<file path="src/rtl/stream_release_pipeline_if.sv">
// ---------------------------------------------------------------------------
// stream_release_pipeline_if
//
// AXI4-Stream beat bundle used on both sides of stream_release_pipeline.
//
// Signals:
//   tvalid  beat valid (source -> sink)
//   tready  sink ready (sink -> source)
//   tlast   last beat of a packet
//   tdata   STREAM_WIDTH-bit payload
//   tkeep   KEEP_WIDTH-bit byte qualifiers
//
// Modports:
//   master  the side that produces beats (drives tvalid/tlast/tdata/tkeep)
//   slave   the side that consumes beats (drives tready)
// ---------------------------------------------------------------------------
interface stream_release_pipeline_if #(
    parameter int STREAM_WIDTH = 32,
    parameter int KEEP_WIDTH   = 1
);
    logic                    tvalid;
    logic                    tready;
    logic                    tlast;
    logic [STREAM_WIDTH-1:0] tdata;
    logic [KEEP_WIDTH-1:0]   tkeep;

    modport master (
        output tvalid,
        output tlast,
        output tdata,
        output tkeep,
        input  tready
    );

    modport slave (
        input  tvalid,
        input  tlast,
        input  tdata,
        input  tkeep,
        output tready
    );
endinterface

</file>
<file path="src/rtl/stream_release_pipeline.sv">
// ---------------------------------------------------------------------------
// stream_release_pipeline
//
// Consumer side of the rasterizer stream semaphore. Beats admitted on s_axis
// travel through a fixed LATENCY-stage delay line with no internal
// backpressure, land in a FIFO_DEPTH-entry output FIFO and leave on m_axis.
// Every beat that leaves the FIFO produces a one-cycle sig_release pulse,
// which feeds the semaphore's release input and closes its credit loop.
//
// A local credit counter (occupancy) covers the delay line plus the FIFO, so
// s_axis_tready drops before the FIFO could ever be overrun, even if the
// upstream semaphore is configured with too many credits.
//
// Ports:
//   aclk                clock, all logic on the rising edge
//   reset               synchronous, active-high reset
//   s_axis              slave stream port (incoming beats)
//   m_axis              master stream port (outgoing beats)
//   test_bypass_credit  test hook: when 1, a valid input beat is accepted even
//                       with no credit left; tie to 0 in normal use
//   sig_release         registered 1-cycle pulse per beat popped on m_axis
//   occupancy           beats currently in the delay line plus the FIFO
//   overflow_err        sticky; a FIFO write found the FIFO full
// ---------------------------------------------------------------------------
module stream_release_pipeline #(
    parameter int STREAM_WIDTH = 32,
    parameter int KEEP_WIDTH   = 1,
    parameter int LATENCY      = 4,
    parameter int FIFO_DEPTH   = 128
) (
    input  logic                            aclk,
    input  logic                            reset,
    stream_release_pipeline_if.slave        s_axis,
    stream_release_pipeline_if.master       m_axis,
    input  logic                            test_bypass_credit,
    output logic                            sig_release,
    output logic [$clog2(FIFO_DEPTH+1)-1:0] occupancy,
    output logic                            overflow_err
);

    localparam int PTR_W = (FIFO_DEPTH > 1) ? $clog2(FIFO_DEPTH) : 1;
    localparam int OCC_W = $clog2(FIFO_DEPTH + 1);
    localparam int PAY_W = STREAM_WIDTH + KEEP_WIDTH + 1;

    localparam logic [OCC_W-1:0] OCC_MAX = OCC_W'(FIFO_DEPTH);
    localparam logic [OCC_W-1:0] OCC_ONE = OCC_W'(1);

    // Credit and status registers
    logic [OCC_W-1:0] occupancy_q, occupancy_d;
    logic             sig_release_q, sig_release_d;
    logic             overflow_err_q, overflow_err_d;

    // Delay line: one valid bit and one {tlast, tkeep, tdata} word per stage
    logic [LATENCY-1:0] line_valid_q, line_valid_d;
    logic [PAY_W-1:0]   line_pay_q [LATENCY];
    logic [PAY_W-1:0]   line_pay_d [LATENCY];

    // Output FIFO storage and pointers (extra MSB separates full from empty)
    logic [PAY_W-1:0] fifo_mem_q [FIFO_DEPTH];
    logic [PTR_W:0]   wr_ptr_q, wr_ptr_d;
    logic [PTR_W:0]   rd_ptr_q, rd_ptr_d;

    logic             credit_ok;
    logic             accept;
    logic             pop;
    logic             fifo_empty;
    logic             fifo_full;
    logic             line_out_valid;
    logic             fifo_write;
    logic             fifo_drop;
    logic [PAY_W-1:0] in_payload;
    logic [PAY_W-1:0] head_payload;

    // Handshake decode and FIFO status. tready comes only from the registered
    // occupancy so there is no combinational path from m_axis to s_axis.
    always_comb begin
        credit_ok      = (occupancy_q < OCC_MAX);
        accept         = s_axis.tvalid & (credit_ok | test_bypass_credit);
        fifo_empty     = (wr_ptr_q == rd_ptr_q);
        fifo_full      = (wr_ptr_q[PTR_W] != rd_ptr_q[PTR_W]) &&
                         (wr_ptr_q[PTR_W-1:0] == rd_ptr_q[PTR_W-1:0]);
        pop            = !fifo_empty & m_axis.tready;
        line_out_valid = line_valid_q[LATENCY-1];
        // A beat reaching the end of the line while the FIFO is full can only
        // happen if the credit check was bypassed; it is discarded.
        fifo_write     = line_out_valid & !fifo_full;
        fifo_drop      = line_out_valid & fifo_full;
        in_payload     = {s_axis.tlast, s_axis.tkeep, s_axis.tdata};
        head_payload   = fifo_mem_q[rd_ptr_q[PTR_W-1:0]];
    end

    assign s_axis.tready = credit_ok;
    assign m_axis.tvalid = !fifo_empty;
    assign m_axis.tlast  = head_payload[PAY_W-1];
    assign m_axis.tkeep  = head_payload[PAY_W-2 -: KEEP_WIDTH];
    assign m_axis.tdata  = head_payload[STREAM_WIDTH-1:0];

    assign sig_release   = sig_release_q;
    assign occupancy     = occupancy_q;
    assign overflow_err  = overflow_err_q;

    // Delay line next state: stage 0 takes the accepted beat, every other
    // stage copies its predecessor each cycle regardless of downstream state.
    always_comb begin
        line_valid_d    = '0;
        line_valid_d[0] = accept;
        line_pay_d[0]   = in_payload;
        for (int i = 1; i < LATENCY; i++) begin
            line_valid_d[i] = line_valid_q[i-1];
            line_pay_d[i]   = line_pay_q[i-1];
        end
    end

    // FIFO pointers, credit counter and status next state. Occupancy is
    // clamped to [0, FIFO_DEPTH] so a bypassed accept cannot wrap it.
    always_comb begin
        wr_ptr_d       = wr_ptr_q;
        rd_ptr_d       = rd_ptr_q;
        occupancy_d    = occupancy_q;
        sig_release_d  = pop;
        overflow_err_d = overflow_err_q | fifo_drop;

        if (fifo_write) begin
            wr_ptr_d = wr_ptr_q + 1'b1;
        end
        if (pop) begin
            rd_ptr_d = rd_ptr_q + 1'b1;
        end

        if (accept && !pop && (occupancy_q != OCC_MAX)) begin
            occupancy_d = occupancy_q + OCC_ONE;
        end else if (pop && !accept && (occupancy_q != '0)) begin
            occupancy_d = occupancy_q - OCC_ONE;
        end
    end

    // Control state: everything that must be clean after reset.
    always_ff @(posedge aclk) begin
        if (reset) begin
            line_valid_q   <= '0;
            wr_ptr_q       <= '0;
            rd_ptr_q       <= '0;
            occupancy_q    <= '0;
            sig_release_q  <= 1'b0;
            overflow_err_q <= 1'b0;
        end else begin
            line_valid_q   <= line_valid_d;
            wr_ptr_q       <= wr_ptr_d;
            rd_ptr_q       <= rd_ptr_d;
            occupancy_q    <= occupancy_d;
            sig_release_q  <= sig_release_d;
            overflow_err_q <= overflow_err_d;
        end
    end

    // Delay-line payload registers are qualified by the valid bits, so they
    // carry no reset.
    always_ff @(posedge aclk) begin
        line_pay_q <= line_pay_d;
    end

    // FIFO storage; contents are only meaningful between the pointers.
    always_ff @(posedge aclk) begin
        if (!reset && fifo_write) begin
            fifo_mem_q[wr_ptr_q[PTR_W-1:0]] <= line_pay_q[LATENCY-1];
        end
    end

endmodule

</file>
<file path="src/flat_wrapper.sv">
// flat-port wrapper written by rule: the top's interface ports become plain ports
module stream_release_pipeline_flat 
#(
    parameter int STREAM_WIDTH = 32,
    parameter int KEEP_WIDTH   = 1,
    parameter int LATENCY      = 4,
    parameter int FIFO_DEPTH   = 128
)
  (aclk, reset, test_bypass_credit, sig_release, occupancy, overflow_err, s_axis_tvalid, s_axis_tlast, s_axis_tdata, s_axis_tkeep, s_axis_tready, m_axis_tvalid, m_axis_tlast, m_axis_tdata, m_axis_tkeep, m_axis_tready);
  stream_release_pipeline_if #(.STREAM_WIDTH(STREAM_WIDTH), .KEEP_WIDTH(KEEP_WIDTH)) s_axis_i ();
  stream_release_pipeline_if #(.STREAM_WIDTH(STREAM_WIDTH), .KEEP_WIDTH(KEEP_WIDTH)) m_axis_i ();
  input  logic aclk;
  input  logic reset;
  input  logic test_bypass_credit;
  output logic sig_release;
  output logic [$clog2(FIFO_DEPTH+1)-1:0] occupancy;
  output logic overflow_err;
  input wire logic [$bits(s_axis_i.tvalid)-1:0] s_axis_tvalid;
  input wire logic [$bits(s_axis_i.tlast)-1:0] s_axis_tlast;
  input wire logic [$bits(s_axis_i.tdata)-1:0] s_axis_tdata;
  input wire logic [$bits(s_axis_i.tkeep)-1:0] s_axis_tkeep;
  output wire logic [$bits(s_axis_i.tready)-1:0] s_axis_tready;
  output wire logic [$bits(m_axis_i.tvalid)-1:0] m_axis_tvalid;
  output wire logic [$bits(m_axis_i.tlast)-1:0] m_axis_tlast;
  output wire logic [$bits(m_axis_i.tdata)-1:0] m_axis_tdata;
  output wire logic [$bits(m_axis_i.tkeep)-1:0] m_axis_tkeep;
  input wire logic [$bits(m_axis_i.tready)-1:0] m_axis_tready;
  assign s_axis_i.tvalid = s_axis_tvalid;
  assign s_axis_i.tlast = s_axis_tlast;
  assign s_axis_i.tdata = s_axis_tdata;
  assign s_axis_i.tkeep = s_axis_tkeep;
  assign s_axis_tready = s_axis_i.tready;
  assign m_axis_tvalid = m_axis_i.tvalid;
  assign m_axis_tlast = m_axis_i.tlast;
  assign m_axis_tdata = m_axis_i.tdata;
  assign m_axis_tkeep = m_axis_i.tkeep;
  assign m_axis_i.tready = m_axis_tready;
  stream_release_pipeline #(.STREAM_WIDTH(STREAM_WIDTH), .KEEP_WIDTH(KEEP_WIDTH), .LATENCY(LATENCY), .FIFO_DEPTH(FIFO_DEPTH)) u_core (.aclk(aclk), .reset(reset), .s_axis(s_axis_i), .m_axis(m_axis_i), .test_bypass_credit(test_bypass_credit), .sig_release(sig_release), .occupancy(occupancy), .overflow_err(overflow_err));
endmodule
</file>
<file path="config.mk">
export PLATFORM = sky130hd
export DESIGN_NAME = stream_release_pipeline_flat
export DESIGN_NICKNAME = d
export VERILOG_FILES = /design/src/rtl/stream_release_pipeline_if.sv /design/src/rtl/stream_release_pipeline.sv /design/src/flat_wrapper.sv
export SDC_FILE = /design/constraint.sdc
export NUM_CORES = 2
export LEC_CHECK = 0
export ABC_AREA = 1
export CELL_PAD_IN_SITES_DETAIL_PLACEMENT = 1
export CELL_PAD_IN_SITES_GLOBAL_PLACEMENT = 2
export CORE_MARGIN = 3
export CORE_UTILIZATION = 44
export CTS_CLUSTER_SIZE = 40
export DETAILED_ROUTE_END_ITERATION = 10
export PLACE_DENSITY = 0.74
export SLEW_MARGIN = 20
export SYNTH_ARGS = -nofsm -noshare
export SYNTH_HDL_FRONTEND = slang
export SYNTH_MEMORY_MAX_BITS = 65536
export SYNTH_SLANG_ARGS = --single-unit
</file>
<file path="constraint.sdc">
create_clock -name aclk -period 4.4 [get_ports aclk]
set_clock_uncertainty 0.1 [all_clocks]
set_input_delay 1.1 -clock aclk [delete_from_list [all_inputs] [get_ports aclk]]
set_output_delay 1.1 -clock aclk [all_outputs]
set_load 0.01 [all_outputs]
</file>
# Yosys cells after proc, flatten, opt, wreduce, memory -nomap -nowiden
# Memory sizes are Yosys's and may differ from the RTL's. A register that Yosys moved wholly into a read port is not among the register bits.
# Index checks and enable logic that the tools add are counted.
[classes]
bitwise_logic = 6
n_eq_ne = 4
reduce_logical = 13
shifts = 0
div = 0
muxes = 6
magnitude_cmp = 1
n_mul = 0
addsub = 4
[ops]
columns = ["cell", "n"]
rows = [
  ["adder 8 x 1 -> 8 bit (second input constant)", 3],
  ["two-way mux 8 bit", 2],
  ["two-way mux 7 bit", 2],
  ["equality test 8 bit", 1],
  ["less-than comparator 8 bit (second input constant)", 1],
  ["inequality test 8 bit (second input constant)", 1],
  ["nonzero test 8 bit", 1],
  ["subtractor 8 x 1 -> 8 bit (second input constant)", 1],
  ["equality test 7 bit", 1],
  ["logical AND 1 bit", 6],
  ["zero test 1 bit", 5],
  ["bitwise AND 1 bit", 4],
  ["two-way mux 1 bit", 2],
  ["OR 1 bit", 2],
  ["nonzero test 2 bit", 1],
  ["inequality test 1 bit", 1],
]
[word_totals]
latchBits = 0
mem_count = 1
regBits = 166
elab_cells = 45
input_bits = 39
mem_bits_ro = 0
output_inout_bits = 46
ramBits = 4352
[mem_list]
columns = ["name", "depth", "word_bits", "rd", "rd_ports_with_merged_regs", "write_ports", "line", "rtl"]
rows = [
  ["u_core.fifo_mem_q", 128, 34, 1, 1, 1, "stream_release_pipeline.sv:59", "logic [PAY_W-1:0] fifo_mem_q [FIFO_DEPTH];"],
]

# Longest topological paths before layout
[depth]
depth_word = 8
mapped_depth = 17
ltp_nobuf = 17

# Worst setup path before layout
# Ideal clock, no wire load.
[synth_timing]
kind = "input to register"
startpoint = "in reset"
endpoint = "mem u_core.fifo_mem_q[101][0] in the netlist's numbering, enable pin"
cell_stages = 4
path_slack_ns = 0.757
arrival_time_ns = 3.118
cell_sequence = "inv_1 -> nand4_1 -> buf_2 -> nor2_1"
[synth_between]
elab_chain_cells = 4
[synth_rtl]
columns = ["item", "line", "rtl"]
rows = [
  ["from (decl)", "flat_wrapper.sv:13", "input logic reset;"],
  ["zero test 1 bit", "stream_release_pipeline.sv:164", "if (!reset && fifo_write) begin"],
  ["logical AND 1 bit", "stream_release_pipeline.sv:164", ""],
  ["two-way mux 1 bit", "stream_release_pipeline.sv:164", ""],
  ["two-way mux 1 bit (implied by the code)", "stream_release_pipeline.sv:165", "fifo_mem_q[wr_ptr_q[PTR_W-1:0]] <= line_pay_q[LATENCY-1];"],
  ["to (decl)", "stream_release_pipeline.sv:59", ""],
]
# Every way passes these cells.

==> impl_results.md <==
- Final period util: 111%
- WS Path Type: flip-flop to output port
- Clk Latency, worst-skew pair: 1.02 ns
- DR vias: 125k
- Drt wl/cell: 30.5 um
- Final Setup Violations: 34
- Crit path DAT: 3.69 ns
- Relative slew margins: 14.6%
- Fraction of registers with async set or reset after synthesis: 0%
- Leading area contributor after synthesis: edfxtp_1
- Worst-Margin Slew: 1.28 ns
- Core area: 401,000 um^2
- Design Power: 102,000 uW
- Synth Register Bits: 4,525
- DRT Wirelength: 640,000 um
- Hold Crit Class: flip-flop to flip-flop
- Top FF cell, synth: edfxtp_1
- Worst path cell trace: buf_12, buf_4, buf_12, buf_16, buf_12, buf_4, nand2_1, nand3_1, nand3_1, nand3_1, nand3_2, nand3_4, nand3_4, nand2_4, buf_12, dlymetal6s2s_1
- Initial antenna violation count: 22
- Synth top area share: 73.4%
- RSZ-0062 raised after global routing: yes
- Global-route wire length before repair: 895,000 um
- CTS Buf Count: 479
- Ys Warns: 0
- Row count: 232
- Post-route ant nets: 0
- IO Port Bufs: 84
- # DRC: 0
- Worst Path Required: 3.20 ns
- Top post-synthesis cells by area: edfxtp_1, nand3_1, nand2_1, dfxtp_1, buf_2
- Clock Path Buffers: 4
- Dpl hpwl: 359,000 um
- Final Max Slew Viols: 0
- Clock slew seen by the registers of the worst setup and hold paths: 0.06 ns
- Count of cell types in the netlist: 32
- Die Wd: 642 um
- Final Critical Period: 4.89 ns
- Worst path bufs/invs: 8
- Critical Path Source Type: flip-flop
- RePlAce Congestion: 0.876
- Root Buffer: clkbuf_16
- Pre-CTS WS: -0.612 ns
- Layout cells sized above 1: 15.5%
- Crit-path slowest cell: dfxtp_4
- Clock H-tree levels: 5
- Crit path top cell by count: buf_12
- Multi-input gate area: 43,400 um^2
- Top cells by count, synth: nand2_1, edfxtp_1, nand3_1
- Outcome: finished with violations
- Post-Syn Instances: 14.5k
- # fillers: 39.9k
- I/O pin total: 85
- DRT iter0 DRCs: 15.5k
- Final worst setup slack: -0.489 ns
- Largest net degree at the start of global routing: 129
- MaxCap Viol Count: 0
- Count leader, synth: nand2_1
- Mapped Area: 178,000 um^2
- Critical path endpoint category: output port
- CTS tree: built
- Full die area: 412,000 um^2
- CP delay by family, top: buffers and inverters
- Max VDD drop: 0.000365 V
- Max FO, Critical Path: 7
- Total GRT Usage: 29.6%
- Syn_nets: 14.6k
- Syn Area/Cell: 12.3 um^2
- Die Y: 642 um
- Routed vias/inst: 5.96
- Clk sink count: 4,525
- Storage element area: 134,000 um^2
- PwrDens: 473 nW/um^2
- Global route overflow: 0
- Largest stage delay, worst path: 0.43 ns
- Post-synthesis sequential area ratio: 75.4%
- Layout Nets: 15.2k
- Starting Density: 44.4%
- Leak: 0.0753 uW
- Post-synth EDFFs: 4,352
- Vias in the first global route: 127k
- DR pass1 iterations: 6
- Failing checks: negative setup slack
- Top achievable clock speed: 205 MHz
- Final hold vios: 0
- Area Overhead vs Synth: 21.1%
[path summary, 6_finish.rpt]
kind / startpoint / end / slack [ns] / cells past startpoint
setup / recovery: flip-flop / m_axis_tdata[25] / -0.49 / 16
hold / removal: u_core.line_pay_d[31]$_DFF_P_ / u_core.line_pay_q[31]$_DFF_P_ / 0.22 / 0
setup reg to reg: u_core.wr_ptr_q[2]$_SDFFE_PP0P_ / u_core.occupancy[6]$_SDFFE_PP0P_ / 0.95 / 14
hold reg to reg: u_core.line_pay_d[31]$_DFF_P_ / u_core.line_pay_q[31]$_DFF_P_ / 0.22 / 0
[metrics by stage]
| step | hold WS, ns | TNS (ns) | std cells | util, % | instance area (um^2) |
|---|---|---|---|---|---|
| 2_1_floorplan | 0.210 | 0 | 14500 | - | 178000 |
| 3_3_place_gp | 0.209 | -5.47 | 19900 | 48.1 | 193000 |
| 3_5_place_dp | 0.213 | -5.50 | 19900 | 48.1 | 193000 |
| 4_1_cts | 0.224 | -30.42 | 20800 | 52.5 | 211000 |
| 5_1_grt | 0.225 | -17.14 | 20900 | 53.7 | 216000 |
| 6_report | 0.218 | -14.14 | 21000 | 53.7 | 216000 |
[cell type report]
type                    instances  share of cell area [%]
repair inverters                2                  0.0168
clock buffers                 610                    5.96
flip-flops and latches       4525                    62.3
diodes                         15                  0.0174
clock inverters               275                    1.25
multi-input cells            8949                    20.2
repair buffers               1123                    7.03
inverters                      77                   0.164
well taps                    5382                    3.12
[cell families (layout without fill, tap and decap cells)]
family	count (synthesis)	after routing	synth area share, %
and+or+nand+nor	8811	8811	21.6
DFF	4525	4525	75.4
buffers and inverters	1050	2087	2.56
AOI/OAI and AO/OA	115	115	0.328
xor gates and xnor gates	14	14	0.0689
adders and majority gates	9	9	0.0675
other	0	15	0
[power breakdown]
part	internal (uW)	total [uW]	switching, uW
logic	4920	13900	8940
registers	47300	47700	446
clock network	23300	40400	17000
[worst register-to-register path, delay by kind of cell, from the launching register on]
family | cells | cell delay (ns)
AOI/OAI and AO/OA | 2 | 0.24
xor gates and xnor gates | 2 | 0.37
adders and majority gates | 1 | 0.52
DFF | 1 | 0.54
and+or+nand+nor | 9 | 1.58
[cell usage in the layout, fill, tap and decap left out, types with 18 or more instances in the layout]
cell,instances
edfxtp_1,4352
nand2_1,4340
nand3_1,3811
clkbuf_16,543
buf_4,518
nand3_2,346
buf_12,298
dfxtp_1,132
nor2_4,128
clkbuf_1,109
nand3_4,105
clkinv_2,99
clkinv_1,92
buf_6,87
buf_16,72
inv_1,69
a21oi_1,56
o21ai_0,52
clkdlybuf4s50_1,50
bufinv_16,48
dfxtp_4,40
nor2_1,31
buf_8,23
clkinvlp_4,18
[sequential cells by signal, indices dropped and copies added (netlist names), named ones only]
signal               flops
u_core.line_pay_q       34
u_core.line_pay_d      102
u_core.overflow_err      1
u_core.sig_release       1
u_core.wr_ptr_q          8
u_core.rd_ptr_q          8
u_core.fifo_mem_q     4352
u_core.occupancy         8
u_core.line_valid_q      4
[per-layer routing]
layer	global-route usage (%)	part of all wire [%]	up-vias
li1	-	-	53400
met1	42.1	42	65300
met2	46.6	46	5261
met3	3.91	7.8	898
met4	10.9	3.8	0
met5	0	0	-
[what timing repair did]
action                                  in CTS  in global routing
hold buffers                                 0                  0
cloned                                      18                 55
hold endpoints to repair                     0                  0
buffers inserted                            17                 63
endpoints found under the setup margin      34                 34
gates resized for setup                    262                694
pin swaps                                    0                110
No activity file was read; power rests on OpenSTA's default activity.
